### config.mk
export PLATFORM = sky130hd
export DESIGN_NAME = instr_fetch_unit
export DESIGN_NICKNAME = d
export VERILOG_FILES = /design/src/rtl/proc_pkg.sv /design/src/rtl/sync_fifo.sv /design/src/rtl/instr_fetch_unit.sv
export SDC_FILE = /design/constraint.sdc
export NUM_CORES = 1
export LEC_CHECK = 0
export BUFFER_PORTS_ARGS = -buffer_cell sky130_fd_sc_hd__buf_2
export CORE_MARGIN = 2
export CORE_UTILIZATION = 35
export DETAILED_ROUTE_END_ITERATION = 6
export HOLD_SLACK_MARGIN = 0.02
export PLACE_DENSITY_LB_ADDON = 0.08
export SKIP_LAST_GASP = 1
export SLEW_MARGIN = 20
export SYNTH_ARGS = -nofsm -noshare
export SYNTH_HDL_FRONTEND = slang
export SYNTH_HIERARCHICAL = 1
export SYNTH_SLANG_ARGS = --single-unit
### constraint.sdc
create_clock -name clk -period 5.4 [get_ports clk]
set_clock_uncertainty 0.1 [all_clocks]
set_input_delay 0.27 -clock clk [delete_from_list [all_inputs] [get_ports clk]]
set_output_delay 0.27 -clock clk [all_outputs]
set_load 0.01 [all_outputs]
### src/rtl/proc_pkg.sv
// Shared processor types for the fetch unit: FSM states, word/address types,
// queue entry layout and the sequential PC step.
package proc_pkg;

    typedef logic [31:0] instr_t;
    typedef logic [31:0] addr_t;

    typedef enum logic {
        RUN   = 1'b0,
        DRAIN = 1'b1
    } ifu_state_e;

    typedef struct packed {
        instr_t instr;
        addr_t  pc;
    } ifu_entry_t;

    localparam addr_t PC_INCR = 32'd4;

    function automatic addr_t align_pc(input addr_t pc);
        return pc & ~addr_t'(32'h3);
    endfunction

endpackage

### src/rtl/sync_fifo.sv
// Generic single-clock FIFO with synchronous flush; head data reads as zero when empty.
module sync_fifo #(
    parameter int WIDTH = 32,
    parameter int DEPTH = 4
) (
    input  logic                   clk,
    input  logic                   reset_n,
    input  logic                   flush,
    input  logic                   push,
    input  logic [WIDTH-1:0]       push_data,
    input  logic                   pop,
    output logic [WIDTH-1:0]       head_data,
    output logic [$clog2(DEPTH):0] count
);

    localparam int AW = $clog2(DEPTH);

    logic [WIDTH-1:0] mem [DEPTH];
    logic [AW-1:0]    rd_ptr;
    logic [AW-1:0]    wr_ptr;
    logic             do_push;
    logic             do_pop;

    // A push into a full FIFO is allowed only when the head leaves in the same cycle.
    assign do_pop    = pop && (count != '0);
    assign do_push   = push && ((count != (AW+1)'(DEPTH)) || do_pop);
    assign head_data = (count != '0) ? mem[rd_ptr] : '0;

    always_ff @(posedge clk or negedge reset_n) begin
        if (!reset_n) begin
            rd_ptr <= '0;
            wr_ptr <= '0;
            count  <= '0;
        end else if (flush) begin
            rd_ptr <= '0;
            wr_ptr <= '0;
            count  <= '0;
        end else begin
            if (do_push) begin
                wr_ptr <= wr_ptr + 1'b1;
            end
            if (do_pop) begin
                rd_ptr <= rd_ptr + 1'b1;
            end
            if (do_push && !do_pop) begin
                count <= count + 1'b1;
            end else if (!do_push && do_pop) begin
                count <= count - 1'b1;
            end
        end
    end

    always_ff @(posedge clk) begin
        if (do_push && !flush) begin
            mem[wr_ptr] <= push_data;
        end
    end

endmodule

### src/rtl/instr_fetch_unit.sv
// Credit-based instruction fetch unit with redirect/drain handling.
// Optional IFU_PERF_CNT_EN adds fetch and flush performance counters.
module instr_fetch_unit
    import proc_pkg::*;
#(
    parameter int    QUEUE_DEPTH = 4,
    parameter addr_t RESET_PC    = 32'h0000_0000
) (
    input  logic        clk,
    input  logic        reset_n,
    input  logic        redirect_valid,
    input  logic [31:0] redirect_pc,
    output logic        imem_req_valid,
    input  logic        imem_req_ready,
    output logic [31:0] imem_req_addr,
    input  logic        imem_rsp_valid,
    input  logic [31:0] imem_rsp_data,
    output logic        instr_valid,
    input  logic        instr_ready,
    output logic [31:0] instr,
    output logic [31:0] instr_pc
`ifdef IFU_PERF_CNT_EN
    ,
    output logic [31:0] perf_fetch_cnt,
    output logic [31:0] perf_flush_cnt
`endif
);

    localparam int CW = $clog2(QUEUE_DEPTH) + 1;

    ifu_state_e    state;
    ifu_state_e    state_next;
    addr_t         fetch_pc;
    logic [CW-1:0] discard_cnt;
    logic [CW-1:0] discard_next;
    logic [CW-1:0] q_count;
    logic [CW-1:0] f_count;
    logic [CW:0]   credit_used;
    ifu_entry_t    q_push_data;
    ifu_entry_t    q_head;
    addr_t         f_head;
    logic          req_fire;
    logic          rsp_keep;
    logic          q_pop;

    assign req_fire      = imem_req_valid && imem_req_ready;
    assign rsp_keep      = imem_rsp_valid && !redirect_valid && (state == RUN);
    assign q_pop         = instr_valid && instr_ready && !redirect_valid;
    assign credit_used   = {1'b0, q_count} + {1'b0, f_count};
    assign imem_req_addr = fetch_pc;
    assign instr_valid   = (q_count != '0);
    assign instr         = q_head.instr;
    assign instr_pc      = q_head.pc;
    assign q_push_data   = '{instr: imem_rsp_data, pc: f_head};

    always_ff @(posedge clk or negedge reset_n) begin
        if (!reset_n) begin
            state <= RUN;
        end else begin
            state <= state_next;
        end
    end

    always_comb begin
        state_next = state;
        if (redirect_valid) begin
            state_next = (discard_next != '0) ? DRAIN : RUN;
        end else if ((state == DRAIN) && imem_rsp_valid && (discard_cnt == CW'(1))) begin
            state_next = RUN;
        end
    end

    // Request only while every outstanding response is guaranteed a queue slot.
    always_comb begin
        imem_req_valid = 1'b0;
        if (reset_n && (state == RUN) && (credit_used < (CW+1)'(QUEUE_DEPTH))) begin
            imem_req_valid = 1'b1;
        end
    end

    // On redirect every response still owed by memory becomes a discard; in DRAIN the
    // in-flight FIFO is already empty, so its count only matters when leaving RUN.
    always_comb begin
        discard_next = discard_cnt;
        if (redirect_valid) begin
            discard_next = f_count + discard_cnt + CW'(req_fire) - CW'(imem_rsp_valid);
        end else if ((state == DRAIN) && imem_rsp_valid) begin
            discard_next = discard_cnt - CW'(1);
        end
    end

    always_ff @(posedge clk or negedge reset_n) begin
        if (!reset_n) begin
            fetch_pc    <= RESET_PC;
            discard_cnt <= '0;
        end else begin
            discard_cnt <= discard_next;
            if (redirect_valid) begin
                fetch_pc <= align_pc(redirect_pc);
            end else if (req_fire) begin
                fetch_pc <= fetch_pc + PC_INCR;
            end
        end
    end

    sync_fifo #(
        .WIDTH ($bits(ifu_entry_t)),
        .DEPTH (QUEUE_DEPTH)
    ) u_instr_queue (
        .clk       (clk),
        .reset_n   (reset_n),
        .flush     (redirect_valid),
        .push      (rsp_keep),
        .push_data (q_push_data),
        .pop       (q_pop),
        .head_data (q_head),
        .count     (q_count)
    );

    sync_fifo #(
        .WIDTH ($bits(addr_t)),
        .DEPTH (QUEUE_DEPTH)
    ) u_inflight_fifo (
        .clk       (clk),
        .reset_n   (reset_n),
        .flush     (redirect_valid),
        .push      (req_fire && !redirect_valid),
        .push_data (fetch_pc),
        .pop       (rsp_keep),
        .head_data (f_head),
        .count     (f_count)
    );

`ifdef IFU_PERF_CNT_EN
    always_ff @(posedge clk or negedge reset_n) begin
        if (!reset_n) begin
            perf_fetch_cnt <= '0;
            perf_flush_cnt <= '0;
        end else begin
            if (req_fire) begin
                perf_fetch_cnt <= perf_fetch_cnt + 32'd1;
            end
            if (redirect_valid) begin
                perf_flush_cnt <= perf_flush_cnt + 32'd1;
            end
        end
    end
`endif

endmodule

==> metrics.txt <==
hold path start redirect_valid; Yosys reg bits about 430; Cell Area, Synth approximately 18000 sq um; clock sinks approximately 430; Layout Nets between 1000 and 1500; Worst-path clk slew ~0.060 ns; kind of critical path reg -> reg; io pins ~170; Final GP Congestion 0.725; Crit path arrival time around 3.6 ns; PortBufs around 160; vias after detailed routing roughly 9600; Die X roughly 230 um; pre-CTS setup slack 1.76 ns; number of detailed-route iterations in the first pass 6; row count between 80 and 90; Netlist cell types 59; max cap viols 0; area of the multi-input gates between 4000 and 5000 sq um; global route overflow 0; Starting DRT DRC Count roughly 500; cell count after synthesis approximately 1000; CTS tree built; CP max FO 32; vias in the first global route 10186; synthesized area per cell between 15 and 20 sq um; Tot GR Track Use 0.153; Filler Cells Inserted ~4600; Area Overhead vs Synth 21.0%; Worst-Skew Late Latency 0.57 ns; # H-tree levels 2; Hold Crit Class in -> reg; Seq/Total Area, Yosys 0.707; r2r startpoint u_instr_queue/count[2]; Lkg Pwr approximately 7.3 nW; Antenna Violating Nets Remaining 0; wire per inst roughly 20 um; Synth warnings 6; Tmin final around 3.5 ns; Synth top area share 0.641; setup ws final 1.93 ns; VDD IR max between 0.0002 and 0.00025 V; CP required roughly 5.5 ns; Total Neg Setup Slack 0 ns; worst slew pin tran around 0.91 ns; post-CTS setup buffer count 0; Root Buffer Master clkbuf_16; initial core utilization 0.352; pwr/cell area ~350 nW/um^2; post-layout instance area roughly 22000 sq um; CP endpoint kind flip-flop; final hold violations 0; register area 12700 sq um; Worst Setup Start Kind flip-flop; FMAX around 290 MHz; DRC errors left 0; Synth async-reset ratio 0.111; Slew Limit Headroom 0.391; DR vias/cell ~4.9; full die area about 53000 sq um; DP Wirelength 23900 um; Final Max Tran Viols 0; final worst-path cycle share 0.642; clock buffer depth 3; layout cells sized above 1 0.289; cell taking the most area after synthesis edfxtp_1; top-count cell post-synth edfxtp_1; Setup Viol. Count Final 0; largest cells by area after synthesis edfxtp_1 64%, mux4_2 12%, dfrtp_1 6.7%; TritonCTS buffer count 48; top cells by count, synth 384 x edfxtp_1, 105 x nor2b_1, 96 x mux4_2, 48 x dfrtp_1, 35 x nor2_1; RSZ-0062 raised after global routing false; Critical path origin u_instr_queue/count[2]; WL final between 30000 and 40000 um; initial antenna violation count 0; prevailing post-synth register cell edfxtp_1; Total Power 0.00755 W; pin count of the biggest net entering global routing between 60 and 70; Post-synth EDFFs between 300 and 400; Die Y about 230 um; first-pass GRT wire length 61900 um; status finished clean; core box area between 50000 and 60000 sq um; placed cell area 19600 sq um
sequential cells by signal, summed over array words and instances (netlist names):
register and cells:
u_instr_queue/rd_ptr 2, u_inflight_fifo/wr_ptr 2, u_inflight_fifo/mem 128, u_instr_queue/mem 256
imem_req_addr 30, u_instr_queue/count 3, u_inflight_fifo/rd_ptr 2, discard_cnt 3
u_inflight_fifo/count 3, state 1, u_instr_queue/wr_ptr 2
metal layers:
layer / vias up / track usage / share of wire
met5: - / 0 / 0
met4: 0 / 0.0367 / 0.018
met3: 55 / 0.0287 / 0.038
met2: 190 / 0.258 / 0.49
met1: 4936 / 0.206 / 0.46
li1: 4462 / - / -
layout make-up:
class / count / area share
sequential: 432 / 0.585
multi-input combinational: 504 / 0.227
timing repair buffer: 248 / 0.0747
clock buffer: 63 / 0.0592
tap: 680 / 0.0391
clock inverter: 22 / 0.0120
inverter: 18 / 0.00310
antenna: 1 / 0.000115
cell families (layout without fill, tap and decap cells):
| family | after synthesis | in the layout | share of synthesized area |
|---|---|---|---|
| muxes | 104 | 104 | 0.125 |
| buffers and inverters | 76 | 351 | 0.0223 |
| AOI/OAI and AO/OA | 83 | 83 | 0.0316 |
| xor gates and xnor gates | 16 | 16 | 0.00779 |
| and+or+nand+nor | 272 | 272 | 0.0906 |
| DFF | 432 | 432 | 0.707 |
| other | 1 | 11 | 0.000208 |
| adders and majority gates | 19 | 19 | 0.0149 |
stage by stage:
| step | util | hold WS (ns) | cells |
|---|---|---|---|
| after floorplan | - | -0.126 | 1012 |
| after global placement | 0.383 | 0.378 | 1818 |
| after detailed placement | 0.383 | 0.381 | 1818 |
| after CTS | 0.426 | 0.0518 | 1967 |
| after global routing | 0.426 | 0.120 | 1967 |
| final | 0.426 | 0.0837 | 1968 |
worst max-delay path, cell delays in order (launching register included):
cell     delay [ns]
dfrtp_1        0.60
ha_1           0.33
nor3b_4        0.38
nand3_1        0.15
nor2_1         0.41
o21ai_0        0.39
nor3b_2        0.25
buf_4          0.46
layout by cell type, fill, tap and decap left out, types with 4 or more instances in the layout:
cell / Yosys / layout
conb_1: 1 / 10
o21ai_0: 20 / 20
dfrtp_1: 48 / 44
or3_1: 16 / 16
nand2_1: 30 / 30
o41ai_1: 5 / 5
a31oi_1: 16 / 16
clkinv_1: 0 / 11
clkbuf_1: 23 / 13
a21oi_1: 6 / 6
nor2b_1: 105 / 105
clkbuf_16: 0 / 49
xor2_1: 8 / 8
o211ai_1: 10 / 10
xnor2_1: 8 / 8
inv_1: 18 / 18
mux2_2: 4 / 4
nor3b_2: 1 / 6
and3_1: 7 / 7
ha_1: 15 / 15
nor3b_1: 9 / 4
nand4_1: 12 / 12
buf_2: 18 / 163
and2_4: 0 / 4
fa_1: 4 / 4
nor3_1: 5 / 4
nor2_1: 35 / 35
or4_1: 9 / 9
bufinv_16: 0 / 5
o31ai_1: 9 / 9
dlygate4sd3_1: 0 / 64
nand2b_1: 5 / 5
and4_1: 6 / 6
mux4_2: 96 / 96
nand3_1: 13 / 13
edfxtp_1: 384 / 384
buf_4: 9 / 20
worst paths after layout:
kind / endpoint / slack [ns] / cells after the start
setup / recovery: u_inflight_fifo/mem[3][31] / 1.93 / 7
hold / removal: u_instr_queue/rd_ptr[1] / 0.08 / 2
setup reg to reg: u_inflight_fifo/mem[3][31] / 1.93 / 7
hold reg to reg: discard_cnt[2] / 0.43 / 1
max in group asynchronous: u_instr_queue/rd_ptr[0] / 4.33 / 3
min in group asynchronous: imem_req_addr[16] / 0.35 / 3
repair_timing:
item,CTS,global route
hold buffers,64,0
endpoints found under the setup margin,0,0
resized for setup,0,0
hold endpoints to repair,207,0
power by group:
part | internal, W | switching (W) | total, W
registers | 0.00370 | 0.000103 | 0.00380
clock network | 0.00191 | 0.00128 | 0.00319
logic | 0.000242 | 0.000310 | 0.000552
(Power assumes the default switching activity.)
